[src/rtl/arith_pkg.sv]
// Shared definitions for the bit-serial arithmetic blocks.
package arith_pkg;

    typedef enum logic [1:0] {
        IDLE = 2'd0,
        RUN  = 2'd1,
        DONE = 2'd2
    } serial_state_e;

    // Width of a counter that must hold the values 0..n inclusive.
    function automatic int cnt_width(input int n);
        return $clog2(n + 1);
    endfunction

endpackage

[src/rtl/full_subtractor.sv]
// One-bit full subtractor: diff = x - y - bi, with borrow-out bo.
module full_subtractor (
    input  logic x,
    input  logic y,
    input  logic bi,
    output logic diff,
    output logic bo
);

    // Borrow is generated when y exceeds x, and propagated when x equals y.
    always_comb begin
        diff = x ^ y ^ bi;
        bo   = (~x & y) | (~(x ^ y) & bi);
    end

endmodule

[src/rtl/serial_subtractor.sv]
// Bit-serial N-bit subtractor, d = a - b - bin, LSB first, one bit per clock.
module serial_subtractor
    import arith_pkg::*;
#(
    parameter  int N  = 8,
    localparam int CW = cnt_width(N)
) (
    input  logic         clk,
    input  logic         rst,
    input  logic         in_valid,
    output logic         in_ready,
    input  logic [N-1:0] a,
    input  logic [N-1:0] b,
    input  logic         bin,
    output logic         out_valid,
    input  logic         out_ready,
    output logic [N-1:0] d,
    output logic         bout,
    output logic         ovf,
    output logic         zero
);

    serial_state_e state;
    serial_state_e state_next;

    logic [N-1:0]  sa;
    logic [N-1:0]  sb;
    logic [N-1:0]  res;
    logic [N-1:0]  res_next;
    logic          brw;
    logic [CW-1:0] cnt;
    logic          last_bit;

    logic          di;
    logic          brw_next;

    logic [N-1:0]  d_q;
    logic          bout_q;
    logic          ovf_q;
    logic          zero_q;

    full_subtractor u_cell (
        .x    (sa[0]),
        .y    (sb[0]),
        .bi   (brw),
        .diff (di),
        .bo   (brw_next)
    );

    // Result register after this step's bit is shifted in; on the MSB step it is the final difference.
    always_comb begin
        res_next = {di, res[N-1:1]};
        last_bit = (cnt == CW'(N - 1));
    end

    // State register.
    always_ff @(posedge clk) begin
        if (rst) begin
            state <= IDLE;
        end else begin
            state <= state_next;
        end
    end

    // Next-state and handshake outputs; in_ready is also gated by reset so nothing is accepted during it.
    always_comb begin
        state_next = state;
        in_ready   = 1'b0;
        out_valid  = 1'b0;
        unique case (state)
            IDLE: begin
                in_ready = ~rst;
                if (in_valid) begin
                    state_next = RUN;
                end
            end
            RUN: begin
                if (last_bit) begin
                    state_next = DONE;
                end
            end
            DONE: begin
                out_valid = 1'b1;
                if (out_ready) begin
                    state_next = IDLE;
                end
            end
            default: begin
                state_next = IDLE;
            end
        endcase
    end

    // Operand capture, per-bit shifting, and final flag capture on the MSB step.
    always_ff @(posedge clk) begin
        if (rst) begin
            sa     <= '0;
            sb     <= '0;
            res    <= '0;
            brw    <= 1'b0;
            cnt    <= '0;
            d_q    <= '0;
            bout_q <= 1'b0;
            ovf_q  <= 1'b0;
            zero_q <= 1'b0;
        end else begin
            unique case (state)
                IDLE: begin
                    if (in_valid) begin
                        sa  <= a;
                        sb  <= b;
                        brw <= bin;
                        cnt <= '0;
                    end
                end
                RUN: begin
                    sa  <= sa >> 1;
                    sb  <= sb >> 1;
                    res <= res_next;
                    brw <= brw_next;
                    cnt <= cnt + CW'(1);
                    if (last_bit) begin
                        d_q    <= res_next;
                        bout_q <= brw_next;
                        ovf_q  <= brw ^ brw_next;
                        zero_q <= (res_next == '0);
                    end
                end
                default: begin
                end
            endcase
        end
    end

    // Published results hold until the next transaction completes.
    always_comb begin
        d    = d_q;
        bout = bout_q;
        ovf  = ovf_q;
        zero = zero_q;
    end

endmodule

[config.mk]
export PLATFORM = sky130hd
export DESIGN_NAME = serial_subtractor
export DESIGN_NICKNAME = d
export VERILOG_FILES = /design/src/rtl/arith_pkg.sv /design/src/rtl/full_subtractor.sv /design/src/rtl/serial_subtractor.sv
export SDC_FILE = /design/constraint.sdc
export NUM_CORES = 1
export LEC_CHECK = 0
export CORE_MARGIN = 3
export CORE_UTILIZATION = 45
export DETAILED_ROUTE_END_ITERATION = 8
export GPL_TIMING_DRIVEN = 0
export PLACE_DENSITY = 0.71
export SETUP_SLACK_MARGIN = 0.15
export SLEW_MARGIN = 5
export SYNTH_ARGS = -nofsm -noshare
export SYNTH_HDL_FRONTEND = slang
export SYNTH_SLANG_ARGS = --single-unit
[constraint.sdc]
create_clock -name clk -period 2.55 [get_ports clk]
set_input_delay 0.255 -clock clk [delete_from_list [all_inputs] [get_ports clk]]
set_output_delay 0.255 -clock clk [all_outputs]
set_load 0.03 [all_outputs]
# == Yosys cells after proc, flatten, opt, wreduce, memory -nomap -nowiden ==
# Index checks and enable logic that the tools add are counted.
# op_classes
add_sub_neg,1
n_eq_ne,6
n_mux,14
bitwise,9
reduce_logical,6
# op_table
cell,count
$pmux 8 s2,2
$mux 8,2
$logic_not 8->1,1
$pmux 4 s2,1
$mux 2,3
$ne 2x2->1 const B,3
$pmux 2 s3,1
$add 4x1->4 const B,1
$eq 4x3->1 const B,1
$mux 4,1
$reduce_and 2->1,2
$mux 1,3
$not 1->1,3
$reduce_and 3->1,1
$xor 1x1->1,3
$and 1x1->1,2
$eq 2x1->1 const B,1
$eq 2x2->1 const B,1
$logic_not 2->1,1
$pmux 1 s2,1
$reduce_bool 2->1,1
$or 1x1->1,1
# word_totals
ff_bits,42
inputBits,21
output_inout_bits,13
word_cells,46

# == Logic depth before layout (Yosys ltp) ==
# logic_depth
depth_word,5
depth_mapped,5

# == Hierarchy ==
# From an unflattened synthesis, not the netlist that was laid out.
# hier_totals
hier_cells,211
hier_area_um2,1751.7
# modules_own_cells
module,instances,cells_each,area_each_um2,seq_area_each_um2
serial_subtractor,1,207,1720.4,820.8
full_subtractor,1,4,31.3,0.0

# == Worst setup path after synthesis ==
# No wires, ideal clock.
# synth_path
path_kind,flip-flop to output port
from,register state[1]
to,output port out_valid
arrival_ps,1245
required_time_ps,2295
path_slack_ps,1050
path_stages_with_launch,4
path_cell_list,dfxtp_1 -> clkinv_1 -> clkbuf_1 -> nor2_1
# synth_via
elab_chain_cells,2
# synth_rtl
element,line,rtl
from (decl),serial_subtractor.sv:23,serial_state_e state;
from (signal assigned),serial_subtractor.sv:61,state <= state_next;
$eq 2x2->1,serial_subtractor.sv:70,unique case (state)
$mux 1,serial_subtractor.sv:70,
to (decl),serial_subtractor.sv:15,"output logic out_valid,"
# Every way passes these cells.

# == Worst setup path after layout ==
# layout_path
from,register state[0]
to,output port in_ready
# layout_via
elab_chain_cells,2
# layout_rtl
element,line,rtl
$logic_not 2->1,serial_subtractor.sv:70,
$mux 1,serial_subtractor.sv:70,
to (decl),serial_subtractor.sv:11,"output logic in_ready,"
# Every way passes these cells.

==> flow_metrics.tcl <==
set metrics [dict create \
    status "completed" \
    hold_depth 2 \
    clkTransAtPathRegs_ns 0.08 \
    cts_root_buf "clkbuf_8" \
    cp.depth 3 \
    final_core_util 0.637 \
    synthFlopType "dfxtp_1" \
    start_util 0.491 \
    cp-start-kind "register" \
    dieArea_um2 4590 \
    r2r_slack_ns 1.10 \
    postSynthAreaPerCell_um2 8.33 \
    cp_cell_sequence "clkbuf_1 > nor3_1 > clkdlybuf4s50_1" \
    antenna_cells 0 \
    synth_common_cells "41 x dfxtp_1, 32 x a21oi_1, 24 x o21ai_0" \
    synth-async-reset-ratio 0 \
    finalHoldViolCount 0 \
    worst-setup-path-type "register to primary output" \
    fin_setup_tns_ns 0 \
    multi_input_area_um2 807 \
    die_x_um 67.7 \
    min_period_over_period 0.822 \
    core_um2 3490 \
    crit_path_max_incr_delay_ns 0.70 \
    gr-usage-met2 0.269 \
    p_per_area_nw_per_um2 624 \
    netSwitchingFraction 0.233 \
    r2r_start "brw" \
    rsz0062_at_grt "no" \
    yosysWarningCount 0 \
    ys_seq_elements 41 \
    drt-vias-per-instance 5.54 \
    synth_nets 229 \
    finalWirelength_mm 4.07 \
    worst_pin_slew_ns 0.498 \
    dp_slack_ns 0.488 \
    antenna_left 0 \
    yosysMostFrequentCell "dfxtp_1" \
    netlist_instances 206 \
    grt_pass1_wl_mm 6.80 \
    total_power_mw 1.39 \
    critPathSlowestCell "clkdlybuf4s50_1" \
    drc 0 \
    cp-startpoint "state[0]" \
    register_area_um2 821 \
    max-vdd-ir-drop_mv 0.388 \
    rows 21 \
    io_buffers 33 \
    grt_use_met3 0.0433 \
    r2r_cells 5 \
    cp.arrival_ns 1.84 \
    place.gp.congestion 0.801 \
    hold_start "d[7]" \
    hp-class "register to register" \
    yosysSeqAreaShare 0.478 \
    globalRouteMet1Util 0.298 \
    worstPathMaxFanout 10 \
    p_seq_frac 0.494 \
    power_switching_mw 0.323 \
    clk_path_buf_depth 2 \
    setup_viol 0 \
    period_minus_slack_ns 2.09 \
    synth_area_um2 1720 \
    synth_edf_count 0 \
    p_int_mw 1.07 \
    synth_area_leader_cell "dfxtp_1" \
    cts_buffers 5 \
    pin_count 34 \
    drt-pass1-iter-count 4 \
    cts_tree "yes" \
    slew_viol_final 0 \
    cp_num_buf_inv 2 \
    endpoint_kind "primary output" \
    grt_max_degree 13 \
    crit_family "buffers and inverters" \
    pwr-share-clk 0.385 \
    via_count 1622 \
    r2r_end "zero" \
    fmax_mhz 477 \
    synth_area_leaders "dfxtp_1 48%, a21oi_1 9.3%, o21ai_0 7.0%, o2bb2ai_1 5.1%, nand2_1 4.2%" \
    cts_sinks 41 \
    maxCapViolCount 0 \
    drive_gt1_frac 0.0607 \
    fillers 336 \
    relSlewSlack 0.668 \
    cellLeakagePower_nw 0.785 \
    required_ns 2.30 \
    grt_pass1_vias 1446 \
    area_growth_pct 29.8 \
    htree_levels 2 \
    synth_cell_type_count 34 \
    setup_slack_ns 0.455 \
    grt_busiest_layer "met1" \
    clock_latency_ns 0.29 \
    hold_path_end "d[7]" \
    post_drt_wl_per_cell_um 13.9 \
    antenna_found_initial 0 \
    comb_power_share 0.121 \
    grt_usage 0.202 \
    hpwl_mm 2.85 \
    finalClockSkew_ns 0.00606 \
    gr-total-overflow 0 \
    synth_top_area_frac 0.478 \
    post_cts_buffers 0 \
    drtIter0Drc 100 \
    nNetsFinal 269 \
    die_y_um 67.7 \
    holdWs_ns 0.477 \
]
## layer usage
layer	routed length (um)	up-vias
li1	-	822
met1	2070	754
met2	1730	41
met3	206	5
met4	60	0
met5	0	-
## through the flow
step,cells,cell area (um2)
floorplan,206,1720
global placement,285,2100
detailed placement,285,2100
CTS,293,2220
global route,293,2230
finish,293,2230
## power by group through the flow
| stage | sequential (mW) | combinational (mW) | clock [mW] |
|---|---|---|---|
| after floorplan | 0.696 | 0.105 | 0 |
| after global placement | 0.700 | 0.167 | 0 |
| after detailed placement | 0.701 | 0.168 | 0 |
| after CTS | 0.686 | 0.169 | 0.543 |
| after global routing | 0.690 | 0.190 | 0.569 |
| final | 0.686 | 0.168 | 0.534 |
## flip-flops by register name (all words and copies together) (netlist names), 2 cells and up
| signal | cells |
|---|---|
| d | 8 |
| res | 7 |
| state | 2 |
| sb | 8 |
| sa | 8 |
| cnt | 4 |
## tightest hold or removal path: stages (launching register included)
cell and delay (ns):
dfxtp_1 0.31, o21ai_0 0.06, a21oi_1 0.06
## cell type report
class,count,share of cell area
plain buffers,16,0.0309
clock buffers,7,0.0388
clock inverters,1,0.0135
inverters,5,0.0101
multi-input cells,144,0.363
flip-flops and latches,41,0.369
well taps,46,0.0259
repair buffers,33,0.150
## cells in the final DEF, fill, tap and decap left out, types with 2 or more instances in the layout
cell,count
nor4_1,2
inv_1,4
nand3_1,11
clkdlybuf4s50_1,32
o2bb2ai_1,10
nand2_1,19
a21oi_1,32
a221oi_1,2
a211oi_1,2
buf_2,4
nor3_1,2
nand2b_1,2
o21ai_0,24
nor2_1,17
o22ai_1,4
clkbuf_8,6
dfxtp_1,41
a32oi_1,2
clkbuf_1,12
## what timing repair did
item / in CTS / in global routing
resized for setup: 0 / 2
endpoints found under the setup margin: 0 / 1
hold buffers: 0 / 0
## how the worst max path moves through the flow
stage | end | slack, ns
finish | in_ready | 0.46
floorplan | out_valid | 1.05
global placement | out_valid | 0.48
CTS | out_valid | 0.17
detailed placement | out_valid | 0.49
global route | in_ready | 0.30
## logic make-up after synthesis
| logic type | share of synthesized area |
|---|---|
| adder cells (fa/ha/maj) | 0.0190 |
| AND/OR/NAND/NOR | 0.152 |
| flip-flops | 0.478 |
| AO/OA/AOI/OAI | 0.289 |
| multiplexers | 0.00584 |
| buffers and inverters | 0.0511 |
| XOR/XNOR | 0.00511 |
Note: power is estimated with default switching activity, not from simulation.
